<file path="src/rtl/pipe_exc_ctrl.sv">
// Pipeline hazard and exception controller: load-use / mult-div stalls,
// overflow exception entry, eret return and a sticky double-fault flag.
module pipe_exc_ctrl #(
   parameter int MULT_CYCLES = 5,
   parameter int DIV_CYCLES  = 10
) (
   input  logic clk,
   input  logic reset,
   input  logic load_use_D,
   input  logic md_use_D,
   input  logic md_start_E,
   input  logic md_is_div_E,
   input  logic overflow_M,
   input  logic eret_M,
   output logic en_pc,
   output logic en_FD,
   output logic en_DE,
   output logic en_EM,
   output logic en_MW,
   output logic flush_DE,
   output logic flush_all,
   output logic exc_pc_sel,
   output logic eret_pc_sel,
   output logic md_busy,
   output logic in_handler,
   output logic double_fault
);

   typedef enum logic {RUN = 1'b0, HANDLER = 1'b1} state_t;

   localparam logic [3:0] MULT_N = 4'(MULT_CYCLES);
   localparam logic [3:0] DIV_N  = 4'(DIV_CYCLES);

   state_t     state_q, state_d;
   logic [3:0] cnt_q, cnt_d;
   logic       dfault_q, dfault_d;

   logic stall, take_exc, take_eret;

   always_comb begin
      // Every control action is gated by reset so the pipeline freezes cleanly.
      take_exc  = reset && (state_q == RUN) && overflow_M;
      take_eret = reset && (state_q == HANDLER) && eret_M;
      md_busy   = (cnt_q != 4'd0);
      stall     = load_use_D | (md_use_D & (md_busy | md_start_E));

      flush_all   = take_exc | take_eret;
      exc_pc_sel  = take_exc;
      eret_pc_sel = take_eret;
      en_pc       = reset & (flush_all | ~stall);
      en_FD       = reset & (flush_all | ~stall);
      en_DE       = reset;
      en_EM       = reset;
      en_MW       = reset;
      flush_DE    = reset & ~flush_all & stall;

      in_handler   = (state_q == HANDLER);
      double_fault = dfault_q;

      state_d = state_q;
      if (take_exc)
         state_d = HANDLER;
      else if (take_eret)
         state_d = RUN;

      // Overflow inside the handler with eret present is treated as eret only.
      dfault_d = dfault_q | ((state_q == HANDLER) & overflow_M & ~eret_M);

      cnt_d = cnt_q;
      if (md_busy)
         cnt_d = cnt_q - 4'd1;
      else if (md_start_E && !flush_all)
         cnt_d = md_is_div_E ? DIV_N : MULT_N;
   end

   always_ff @(posedge clk) begin
      if (!reset) begin
         state_q  <= RUN;
         cnt_q    <= 4'd0;
         dfault_q <= 1'b0;
      end else begin
         state_q  <= state_d;
         cnt_q    <= cnt_d;
         dfault_q <= dfault_d;
      end
   end

endmodule

</file>
<file path="config.mk">
export PLATFORM = sky130hd
export DESIGN_NAME = pipe_exc_ctrl
export DESIGN_NICKNAME = d
export VERILOG_FILES = /design/src/rtl/pipe_exc_ctrl.sv
export SDC_FILE = /design/constraint.sdc
export NUM_CORES = 1
export LEC_CHECK = 0
export BUFFER_PORTS_ARGS = -buffer_cell sky130_fd_sc_hd__buf_2
export CAP_MARGIN = 0
export CELL_PAD_IN_SITES_DETAIL_PLACEMENT = 1
export CELL_PAD_IN_SITES_GLOBAL_PLACEMENT = 2
export CORE_UTILIZATION = 23
export DETAILED_ROUTE_END_ITERATION = 8
export GPL_ROUTABILITY_DRIVEN = 0
export HOLD_SLACK_MARGIN = 0.03
export PLACE_DENSITY = 0.72
export SLEW_MARGIN = 20
export SYNTH_ARGS = -nofsm -noshare
export SYNTH_HDL_FRONTEND = slang
export SYNTH_SLANG_ARGS = --single-unit
</file>
<file path="constraint.sdc">
create_clock -name clk -period 2.4 [get_ports clk]
set_input_delay 0.36 -clock clk [delete_from_list [all_inputs] [get_ports clk]]
set_output_delay 0.36 -clock clk [all_outputs]
set_load 0.02 [all_outputs]
</file>
==> results of run 1 <==
-- metrics by stage --
stage	instance area, sq um	worst slack (ns)	instances	hold WS [ns]
after global routing	535.5	0.04934	91	0.3409
final	535.5	0.1775	91	0.3424
after floorplan	429.2	0.1607	50	0.4542
after global placement	510.5	0.3947	88	0.4602
after detailed placement	510.5	0.3716	88	0.4536
after CTS	533.0	0.09574	91	0.3309
-- power groups by stage --
stage / clock, mW / sequential (mW) / combinational [mW]
2_1_floorplan: 0 / 0.156 / 0.246
3_3_place_gp: 0 / 0.159 / 0.278
3_5_place_dp: 0 / 0.160 / 0.278
4_1_cts: 0.0978 / 0.158 / 0.280
5_1_grt: 0.104 / 0.164 / 0.320
6_report: 0.0913 / 0.159 / 0.288
-- routing by layer --
metal  vias up  GRT usage, %  routed length [um]
li1        201             -                   -
met1       171         12.62                 438
met2        14         17.10                 414
met3         0         2.400                  50
met4         0         7.273                   0
met5         -             0                   0
-- cell type report --
| class | count | area [sq um] |
|---|---|---|
| multi-input combinational | 34 | 251.5 |
| timing repair buffer | 19 | 95.09 |
| clock buffer | 3 | 22.52 |
| sequential | 6 | 120.1 |
| tap | 25 | 31.28 |
| fill | 221 | 1210 |
| inverter | 4 | 15.01 |
-- synth_stat cells --
master	n
o21a_1	1
nor2_1	1
nor2b_1	1
mux2_4	1
o311a_1	1
inv_1	3
o211a_1	1
nand2_1	4
and3b_1	1
o21ai_1	1
dfxtp_1	6
nor3_1	1
or3b_1	1
o21ai_0	1
o21ai_4	1
a21boi_1	1
o211ai_1	1
nand3_1	1
clkbuf_1	1
a21o_1	1
a211oi_2	1
and2b_2	1
and2_1	2
a21oi_2	1
xor2_1	1
and3_1	2
ha_1	1
nand2b_1	1
buf_6	1
clkinv_1	1
a21boi_0	1
buf_4	4
a21oi_1	3
-- final timing paths --
check	end	slack, ns
worst max-delay path	en_FD	0.18
worst min-delay path	in_handler	0.34
worst max register to register	cnt_q[1]	0.84
worst min register to register	double_fault	0.47
-- sequential cells by signal (all words and copies together), names as in the netlist --
register,flops
cnt_q,4
double_fault,1
in_handler,1
-- logic make-up (layout without fill, tap and decap cells) --
| logic type | after synthesis | count (layout) |
|---|---|---|
| DFF | 6 | 6 |
| AOI/OAI and AO/OA | 15 | 15 |
| xor gates and xnor gates | 1 | 1 |
| adders and majority gates | 1 | 1 |
| and+or+nand+nor | 16 | 16 |
| muxes | 1 | 1 |
| buffers and inverters | 10 | 26 |
-- placed cells by master, fill, tap and decap left out, types with 2 or more instances in the layout --
master / Yosys / layout
clkbuf_4: 0 / 3
buf_2: 0 / 19
dfxtp_1: 6 / 6
nand2_1: 4 / 4
and3_1: 2 / 2
a21oi_1: 3 / 3
and2_1: 2 / 2
inv_1: 3 / 3
-- worst reg2reg max path: stages, from the launching register on --
cell	delay, ns
dfxtp_1	0.32
inv_1	0.09
ha_1	0.26
or3b_4	0.45
clkinv_1	0.08
o211ai_1	0.07
and3_1	0.18
-- what timing repair did --
item,CTS,global route
setup buffers,0,0
gates resized for setup,0,1
setup endpoints to repair,0,2
==> impl_results.md, run 1 <==
- # rows: 15
- Crit share post-route: 92.60%
- CP cell instances: inv_1 > ha_1 > or3b_4 > o21ai_4 > a21oi_2 > nor2b_1 > buf_2
- Power per cell area: 1004 mW/mm^2
- Critical-path maximum fanout: 5
- CTS sink cnt: 6
- DR vias: 386
- Skew final: 0.001343 ns
- WP depth: 7
- Drt total wl: 903 um
- Post-route minimum period: 2.222 ns
- Total GRT Usage: 10.69%
- TritonCTS Buffers: 3
- Initial Util: 24.59%
- Flop pwr share: 29.5%
- Post-Route Setup TNS: 0 ns
- Initial antenna violation count: 0
- Cts hold-fix bufs: 0
- Synth Area in XOR/XNOR: 2.041%
- Reg2Reg Depth: 6
- Worst hold path class: in -> reg
- # DRC: 0
- DR vias/cell: 4.242
- Synth Warn #: 0
- Io pins: 20
- Synth Cell Area: 429.2 sq um
- Average size of a mapped cell: 8.583 sq um
- Diodes inserted: 0
- Clock tree buffer depth: 2
- Part of the power in combinational logic: 53.5%
- Post-synthesis compound-gate area fraction: 27.99%
- Core ar.: 0.001745 sq mm
- Area share of the largest cell type after synthesis: 27.99%
- Drt wl/cell: 9.923 um
- Critical path's slowest cell: or3b_4
- Die H: 45.20 um
- Main combinational cell family by area after synthesis: compound AO/OA/AOI/OAI gates
- Worst setup SP type: register
- Seq/Total Area, Yosys: 27.99%
- RSZ-0062 raised after global routing: no
- Delay-heaviest family, CP: simple AND/OR/NAND/NOR gates
- Root buf cell: clkbuf_4
- Synth area leaders: dfxtp_1 (28%), buf_4 (7.0%), o21ai_4 (3.8%), a21oi_1 (3.5%), mux2_4 (3.5%)
- Slew Limit Fails: 0
- Yosys top cell by area: dfxtp_1
- Die width: 45.20 um
- Layout cells sized above 1: 42.42%
- Worst Setup End Kind: output pin
- VDD IR max: 269.0 uV
- Synth Net Count: 59
- HP Start: eret_M
- DR iter-0 viols: 1
- Worst stage delay on the critical path: 0.45 ns
- Mux contribution to synthesized area: 3.499%
- CP arrival: 1.86 ns
- GRT Residual Overflow: 0
- Hold Crit Depth: 2
- Global-route wire length before repair: 1552 um
- RR Startpoint: cnt_q[0]
- Die ar.: 0.002043 sq mm
- Max Cap Viol: 0
- Critical Path RT: 2.04 ns
- Int Power: 0.3182 mW
- Largest net degree at the start of global routing: 18
- Seq cells post-synth: 6
- Buffers on Ports: 19
- Clk_lat worst skew: 0.24 ns
- Final Hold Viols: 0
- Clock share of power: 17.0%
- Mapped Cells: 50
- Synth unique cells: 33
- Rel. slew slack: 83.81%
- Buf+Inv Stages, Crit Path: 2
- Fin nets: 77
- Sw Ratio: 40.82%
- Clk slew on worst S/H paths: 0.04 ns
- First-pass DRT Iterations: 3
- Area Overhead vs Synth: 24.78%
- H-tree depth: 1
- Final core utilization: 30.68%
- Setup violators final: 0
- Slew @ Worst Pin: 0.2429 ns
- Status: finished, final reports clean
- Post-Synth Simple-Gate Area: 21.57%
- CP Launch Point: cnt_q[0]
- FMAX: 449.9 MHz
- ANT nets after route: 0
- Sw power: 0.2194 mW
- TritonCTS clock tree: done
- Crit path kind: reg -> out
- Post-Synth Adder-Cell Area: 2.915%
- Vias in the first global route: 380
- Leak: 0.2751 nW
- Hpwl dp: 714.3 um
- Power Total: 0.5376 mW
(Power assumes the default switching activity.)
==> run 2, diff against run 1 <==
--- a/config.mk
+++ b/config.mk
@@ -9,11 +9,11 @@
 export CAP_MARGIN = 0
 export CELL_PAD_IN_SITES_DETAIL_PLACEMENT = 1
 export CELL_PAD_IN_SITES_GLOBAL_PLACEMENT = 2
-export CORE_UTILIZATION = 23
+export CORE_UTILIZATION = 21
 export DETAILED_ROUTE_END_ITERATION = 8
 export GPL_ROUTABILITY_DRIVEN = 0
 export HOLD_SLACK_MARGIN = 0.03
-export PLACE_DENSITY = 0.72
+export PLACE_DENSITY = 0.69
 export SLEW_MARGIN = 20
 export SYNTH_ARGS = -nofsm -noshare
 export SYNTH_HDL_FRONTEND = slang
==> constraint.sdc (replaced) <==
create_clock -name clk -period 2 [get_ports clk]
set_input_delay 0.3 -clock clk [delete_from_list [all_inputs] [get_ports clk]]
set_output_delay 0.3 -clock clk [all_outputs]
set_load 0.02 [all_outputs]
==> run 2 against run 1 <==
Worst hold slack got worse by 0.067 ns. Sequential power increased by 25%. Global-route usage increased by 1.9 points. Via count increased by 10%. Critical endpoint is now flush_DE.
==> impl_results.md, run 2 (synthesis gave the netlist of run 1 again) <==
- Hpwl dp: 817.2 um
- H-tree depth: 1
- Rel. slew slack: 83.16%
- Crit share post-route: 98.02%
- DR vias/cell: 4.337
- Reg2Reg Depth: 7
- Skew final: 0.002164 ns
- Max Cap Viol: 0
- Hold Crit Depth: 2
- Fin nets: 84
- Worst setup SP type: register
- HP Start: eret_M
- Power per cell area: 1308 mW/mm^2
- Post-route minimum period: 1.960 ns
- Die ar.: 0.002228 sq mm
- Worst hold slack: 0.2758 ns
- # rows: 15
- Slew @ Worst Pin: 0.2525 ns
- Cts hold-fix bufs: 0
- Most frequent cells in the layout: buf_2 (16), buf_4 (9), nand2_1 (4)
- Largest register FFs: 4
- Clk_lat worst skew: 0.24 ns
- Largest net degree at the start of global routing: 18
- CP arrival: 1.66 ns
- Storage cell area: 123.9 sq um
- Place WS: 0.1561 ns
- Leak: 0.3176 nW
- Final Hold Viols: 0
- CTS sink cnt: 6
- Clock tree buffer depth: 2
- Worst hold path class: in -> reg
- Area Overhead vs Synth: 45.77%
- Die H: 47.21 um
- Drt total wl: 1040 um
- Worst stage delay on the critical path: 0.39 ns
- Drt wl/cell: 10.61 um
- Core ar.: 0.001821 sq mm
- Setup violators final: 0
- Smallest setup slack after layout: 0.03955 ns
- RSZ-0062 raised after global routing: yes
- Clk slew on worst S/H paths: 0.05 ns
- Global-route wire length before repair: 1869 um
- FMAX: 510.1 MHz
- ANT nets after route: 0
- Hold endpoint: in_handler
- VDD IR max: 524.6 uV
- RR Startpoint: cnt_q[1]
- Most common cell after layout, fill and taps aside: buf_2
- Buffers on Ports: 19
- RR Endpoint: cnt_q[1]
- Placed insts: 90
- Status: finished, final reports clean
- Slew Limit Fails: 0
- # DRC: 0
- Multi-input logic area: 274.0 sq um
- Critical path's slowest cell: or3b_4
- CP cell instances: inv_2 > ha_4 > or3b_4 > o21ai_4 > a21oi_2 > and2_4 > buf_6
- DR vias: 425
- GRT Residual Overflow: 0
- TritonCTS clock tree: done
- Critical-path maximum fanout: 2
- Critical Path RT: 1.70 ns
- Initial Util: 23.57%
- TritonCTS Buffers: 3
- Root buf cell: clkbuf_4
- Fillers: 243
- Power Total: 0.8181 mW
- Delay-heaviest family, CP: simple AND/OR/NAND/NOR gates
- Buf+Inv Stages, Crit Path: 2
- Total GRT Usage: 12.56%
- Io pins: 20
- First-pass DRT Iterations: 4
- Crit path kind: reg -> out
- Worst Setup End Kind: output pin
- Layout Cells excl Fill: 98
- Top reg by flops: cnt_q
- Die width: 47.21 um
- Worst R2R Setup Slack: 0.51 ns
- DR iter-0 viols: 1
- Vias in the first global route: 438
- Initial antenna violation count: 0
- Final core utilization: 34.36%
- Layout cells sized above 1: 58.90%
- Diodes inserted: 0
run 2: power by group:
group | total (mW) | leakage, nW | switching, mW | internal, mW
Combinational | 0.508 | 0.253 | 0.233 | 0.275
Clock | 0.112 | 0.0138 | 0.0445 | 0.0679
Sequential | 0.198 | 0.0504 | 0.0351 | 0.163
run 2: layout make-up:
type,count,share of cell area (%)
multi-input cells,34,43.80
repair buffers,26,25.40
inverters,4,2.400
flip-flops and latches,6,19.80
clock buffers,3,3.600
well taps,25,5.000
run 2: worst max path at each step:
stage / start / endpoint / slack (ns) / cells past startpoint
2_1_floorplan: cnt_q[0] / en_pc / 0.03 / 8
3_3_place_gp: cnt_q[0] / flush_DE / 0.20 / 7
3_5_place_dp: cnt_q[0] / flush_DE / 0.16 / 7
4_1_cts: cnt_q[1] / flush_DE / -0.005 / 7
5_1_grt: cnt_q[1] / flush_DE / -0.02 / 7
6_report: cnt_q[1] / flush_DE / 0.04 / 7
run 2: through the flow:
step	instance area (sq um)	setup TNS (ns)
floorplan	436.7	0
global placement	533.0	0
detailed placement	533.0	0
CTS	609.3	-0.005195
global route	625.6	-0.06271
finish	625.6	0
run 2: metal layers:
layer | vias up | share of wire, % | track usage (%) | routed length, um
met3 | 2 | 6.8 | 6.923 | 71
met2 | 14 | 51 | 22.50 | 532
met1 | 191 | 41 | 12.53 | 428
met5 | - | 0 | 0 | 0
met4 | 0 | 0.77 | 3.429 | 8
li1 | 218 | - | - | -
run 2: repair_timing:
item	CTS	global route
pin swaps	3	2
setup buffers	4	1
setup endpoints to repair	3	3
gates resized for setup	9	4
run 2: worst reg2reg max path, stage by stage, from the launching register on:
cell      delay, ns
dfxtp_2        0.32
inv_2          0.07
ha_4           0.13
or3b_4         0.39
buf_4          0.16
clkinv_1       0.05
o211ai_1       0.07
and3_1         0.18
